==> src/rtl/dmem_arbiter.sv <==
// Two-port data-memory arbiter: round-robin between CPU and loader ports, with
// optional locked bursts (up to MAX_BURST grants) and registered read return.
module dmem_arbiter #(
    parameter int unsigned ADDRESS_WIDTH = 32,
    parameter int unsigned DATA_WIDTH    = 32,
    parameter int unsigned MAX_BURST     = 8
) (
    input  logic                     clk,
    input  logic                     rst,
    input  logic                     req0,
    input  logic                     req1,
    input  logic                     we0,
    input  logic                     we1,
    input  logic                     lock0,
    input  logic                     lock1,
    input  logic [ADDRESS_WIDTH-1:0] addr0,
    input  logic [ADDRESS_WIDTH-1:0] addr1,
    input  logic [DATA_WIDTH-1:0]    wdata0,
    input  logic [DATA_WIDTH-1:0]    wdata1,
    output logic                     gnt0,
    output logic                     gnt1,
    output logic                     rvalid0,
    output logic                     rvalid1,
    output logic [DATA_WIDTH-1:0]    rdata0,
    output logic [DATA_WIDTH-1:0]    rdata1,
    output logic                     mem_we,
    output logic [ADDRESS_WIDTH-1:0] mem_a,
    output logic [DATA_WIDTH-1:0]    mem_wd,
    input  logic [DATA_WIDTH-1:0]    mem_rd
);

    localparam int unsigned CNT_W = $clog2(MAX_BURST + 1);

    typedef enum logic {
        ARB,
        LOCKED
    } state_t;

    state_t           state, state_nxt;
    logic             owner, owner_nxt;
    logic             last, last_nxt;
    logic [CNT_W-1:0] cnt, cnt_nxt;
    logic             own_req;
    logic             own_lock;

    assign own_req  = owner ? req1 : req0;
    assign own_lock = owner ? lock1 : lock0;

    always_ff @(posedge clk) begin
        if (rst) begin
            state <= ARB;
            owner <= 1'b0;
            last  <= 1'b1;
            cnt   <= '0;
        end else begin
            state <= state_nxt;
            owner <= owner_nxt;
            last  <= last_nxt;
            cnt   <= cnt_nxt;
        end
    end

    // Grant selection, burst tracking and memory-port mux.
    always_comb begin
        state_nxt = state;
        owner_nxt = owner;
        last_nxt  = last;
        cnt_nxt   = cnt;
        gnt0      = 1'b0;
        gnt1      = 1'b0;
        mem_we    = 1'b0;
        mem_a     = '0;
        mem_wd    = '0;

        case (state)
            ARB: begin
                if (req0 && (!req1 || last)) begin
                    gnt0     = 1'b1;
                    last_nxt = 1'b0;
                    if (lock0) begin
                        state_nxt = LOCKED;
                        owner_nxt = 1'b0;
                        cnt_nxt   = CNT_W'(1);
                    end
                end else if (req1) begin
                    gnt1     = 1'b1;
                    last_nxt = 1'b1;
                    if (lock1) begin
                        state_nxt = LOCKED;
                        owner_nxt = 1'b1;
                        cnt_nxt   = CNT_W'(1);
                    end
                end
            end
            LOCKED: begin
                // Leaving with last = owner hands the next contention to the other port.
                last_nxt = owner;
                if (own_req) begin
                    gnt0    = ~owner;
                    gnt1    = owner;
                    cnt_nxt = cnt + CNT_W'(1);
                end
                if (!own_req || !own_lock || (cnt_nxt >= CNT_W'(MAX_BURST))) begin
                    state_nxt = ARB;
                    cnt_nxt   = '0;
                end
            end
            default: state_nxt = ARB;
        endcase

        if (gnt0) begin
            mem_we = we0;
            mem_a  = addr0;
            mem_wd = wdata0;
        end else if (gnt1) begin
            mem_we = we1;
            mem_a  = addr1;
            mem_wd = wdata1;
        end
    end

    // Read return: one-cycle rvalid pulse, rdata held until the port's next read.
    always_ff @(posedge clk) begin
        if (rst) begin
            rvalid0 <= 1'b0;
            rvalid1 <= 1'b0;
            rdata0  <= '0;
            rdata1  <= '0;
        end else begin
            rvalid0 <= gnt0 & ~we0;
            rvalid1 <= gnt1 & ~we1;
            if (gnt0 && !we0) rdata0 <= mem_rd;
            if (gnt1 && !we1) rdata1 <= mem_rd;
        end
    end

endmodule

==> config.mk <==
export PLATFORM = sky130hd
export DESIGN_NAME = dmem_arbiter
export DESIGN_NICKNAME = d
export VERILOG_FILES = /design/src/rtl/dmem_arbiter.sv
export SDC_FILE = /design/constraint.sdc
export NUM_CORES = 1
export LEC_CHECK = 0
export ABC_AREA = 0
export CAP_MARGIN = 20
export CORE_AREA = 2 2 115 117
export CTS_CLUSTER_SIZE = 16
export DETAILED_ROUTE_END_ITERATION = 10
export DIE_AREA = 0 0 117 119
export PLACE_DENSITY = 0.71
export RECOVER_POWER = 50
export SYNTH_ARGS = -nofsm -noshare
export SYNTH_HDL_FRONTEND = slang
export SYNTH_SLANG_ARGS = --single-unit
==> constraint.sdc <==
create_clock -name clk -period 2.55 [get_ports clk]
set_input_delay 0.255 -clock clk [delete_from_list [all_inputs] [get_ports clk]]
set_output_delay 0.255 -clock clk [all_outputs]
set_load 0.05 [all_outputs]
==> metrics.txt <==
worst max-slew margin expressed relative to the limit 24.3%; PortBufs 300; Worst Setup Start Kind flip-flop; cell types occupying the most area after synthesis dfxtp_1 (44%), a22o_1 (17%), mux2i_1 (9.6%), nand2_1 (7.6%), a21oi_1 (5.2%); number of endpoints failing setup at the final stage 0; core occupancy in the finished layout 58.2%; DRT met1 WL 5.59 mm; global-route usage over all layers 20.2%; total length of routed met2 wires 7.02 mm; root buffer cell clkbuf_16; violation count after the first detailed-route iteration 222; worst r2r path cells 5; Via Count 4,029; Critical-path top delay cell and3_4; remaining antenna violation count 0; final std cell area, no fill 7490 sq um; largest net degree at the start of global routing 67; cell with the most instances after synthesis dfxtp_1; Worst Max-Slew Pin Slew 1.14 ns; Setup Slack @ Placement 0.211 ns; pwr dens 624 nW/um^2; clock-pin slew reported for the worst setup and hold paths after clock tree synthesis 0.05 ns; antenna violations before repair 1; post-CTS repair timing setup buffer count 0; number of cells in the finished layout apart from fillers 841; topmost layer with routed signal wires met4; unrepaired setup endpoints after global routing no; result of the run completed; dominant cell type by area after synthesis dfxtp_1; hold-critical path depth 2; drt via density 4.79; area overhead of the layout relative to synthesis 124%; insertion delay to the later sink of the worst-skew pair 0.33 ns; endpoints failing hold 0; wire length on met3 1.61 mm; largest fanout of any net on the critical path 66; number of gates resized after cts 0; register area share after synthesis 43.6%; total standard cell area after synthesis 3350 sq um; cts bufs inserted 9; worst-case register-to-register setup slack 0.48 ns; Async S/R FF share, synth 0%; y dimension of the die 119 um; Period Utilization, post-route 96.4%; ranking of synthesized cells by instance count dfxtp_1 (73), nand2_1 (68), a22o_1 (65); total gr overflow 0; number of placement rows 42; count of yosys warnings during synthesis 0; area post-placement 7140 sq um; P_leak 0.00317 uW; final weighted congestion of routability-driven global placement 0.914; die width 117 um; final antenna diode count 0; Placed Instances 825; Worst IR Drop VDD 0.443 mV; cell chain of the critical path or3b_1, and3_4, a22o_1, buf_12; class of the worst hold path in -> reg; number of I/O pins 301; area enclosed by the die boundary 13,900 sq um; crit path kind reg -> out; EDFF count, synth 0; first-pass iteration count of the detailed router 6; worst flop-to-flop path endpoint rdata1[27]$_SDFFE_PP0P_; dominant register cell in the synthesized netlist dfxtp_1; synthesized flop and latch total 73; via count of the first global-routing pass 3,958; area fraction of the dominant cell type after synthesis 43.6%; post-synthesis area per instance 8.91 sq um; R2R Path Start state$_SDFF_PP0_; share of final-layout standard cells stronger than drive strength 1 14.3%; core region area 12,900 sq um; HPWL after detailed placement 11.6 mm; maximum capacitance violations 0; highest attainable clock frequency 407 MHz; number of sinks on the clock net 73; Setup Total Neg Slack 0 ns; final clock skew 0.00668 ns; data required time of the critical path 2.30 ns; number of remaining DRC errors 0; TritonCTS clock tree yes; distinct cell type count after synthesis 34; terminating pin of the worst hold path state$_SDFF_PP0_; first-pass GRT wire length 21.7 mm; nature of the critical path endpoint output port; maximum buffer depth of the clock tree 2; delay of the slowest cell on the worst path 0.67 ns; detailed-route wire length per cell 17.4 um; hold path startpoint rst; Synth Net Count 545; total length of routed wires 14.7 mm; Final #Nets 829; WP data arrival 2.20 ns; max-slew violation total from the final report 0; htree depth 3; cell count after synthesis 376; Initial Utilization 26.0%; slack of the critical path 0.0916 ns; fin crit period 2.46 ns; cts hold-fix bufs 0
-- kinds of logic after synthesis --
group,synth area share (%)
and+or+nand+nor,15.5
AOI/OAI and AO/OA,24.7
DFF,43.6
buffers and inverters,5.90
muxes,9.90
adders and majority gates,0.373
-- how the worst max path moves through the flow --
stage	from	to	slack [ns]
final	state$_SDFF_PP0_	mem_wd[5]	0.09
after detailed placement	req1	mem_wd[5]	0.21
after floorplan	state$_SDFF_PP0_	mem_a[10]	0.40
after global placement	req1	mem_wd[0]	0.23
after CTS	state$_SDFF_PP0_	mem_wd[5]	0.11
after global routing	state$_SDFF_PP0_	mem_wd[5]	0.01
-- cells in the final DEF, fill, tap and decap left out, types with 2 or more instances in the layout --
master and n:
clkdlybuf4s50_1 201, dfxtp_1 73, buf_12 69, nand2_1 68
a22o_1 65, nor2_1 37, a21oi_1 35, mux2i_1 32
dlygate4sd3_1 31, clkbuf_16 9, bufinv_16 4, inv_1 3
nand4_1 3, clkinvlp_4 3, nand3b_1 2, nand4b_1 2
o21ai_0 2, clkbuf_2 2, buf_4 2
-- layout make-up --
type / count / area, sq um
inverter: 3 / 11.3
fill: 1100 / 5380
tap: 176 / 220
clock inverter: 7 / 143
timing repair buffer: 307 / 3740
sequential: 73 / 1460
multi-input combinational: 266 / 1690
clock buffer: 9 / 225
-- critical path: cells and delay by family (launching register included) --
| kind | cells | cell delay [ns] |
|---|---|---|
| simple gates | 2 | 0.86 |
| flops | 1 | 0.47 |
| buf+inv | 1 | 0.16 |
| compound gates | 1 | 0.34 |
-- where the power goes --
part | switching, uW | total [uW] | internal (uW)
combinational | 1010 | 1920 | 907
clock | 472 | 1530 | 1050
sequential | 35.1 | 1240 | 1200
total | 1520 | 4680 | 3160
-- state kept, by name, summed over array words and instances, names as in the netlist --
| register | flops |
|---|---|
| cnt | 4 |
| last | 1 |
| owner | 1 |
| rdata0 | 32 |
| rdata1 | 32 |
| rvalid0 | 1 |
| rvalid1 | 1 |
| state | 1 |
-- stage by stage --
stage | hold slack (ns) | power [uW]
floorplan | 0.371 | 2210
global placement | 0.443 | 3170
detailed placement | 0.448 | 3190
CTS | 0.402 | 4740
global route | 0.441 | 4840
finish | 0.413 | 4680
-- metal layers --
metal  vias to the layer above  global-route usage, %
met5                         -                      0
met4                         0                   8.31
met3                        32                   7.53
met2                       216                   33.3
met1                      1868                   23.4
li1                       1913                      -
(Power assumes the default switching activity.)
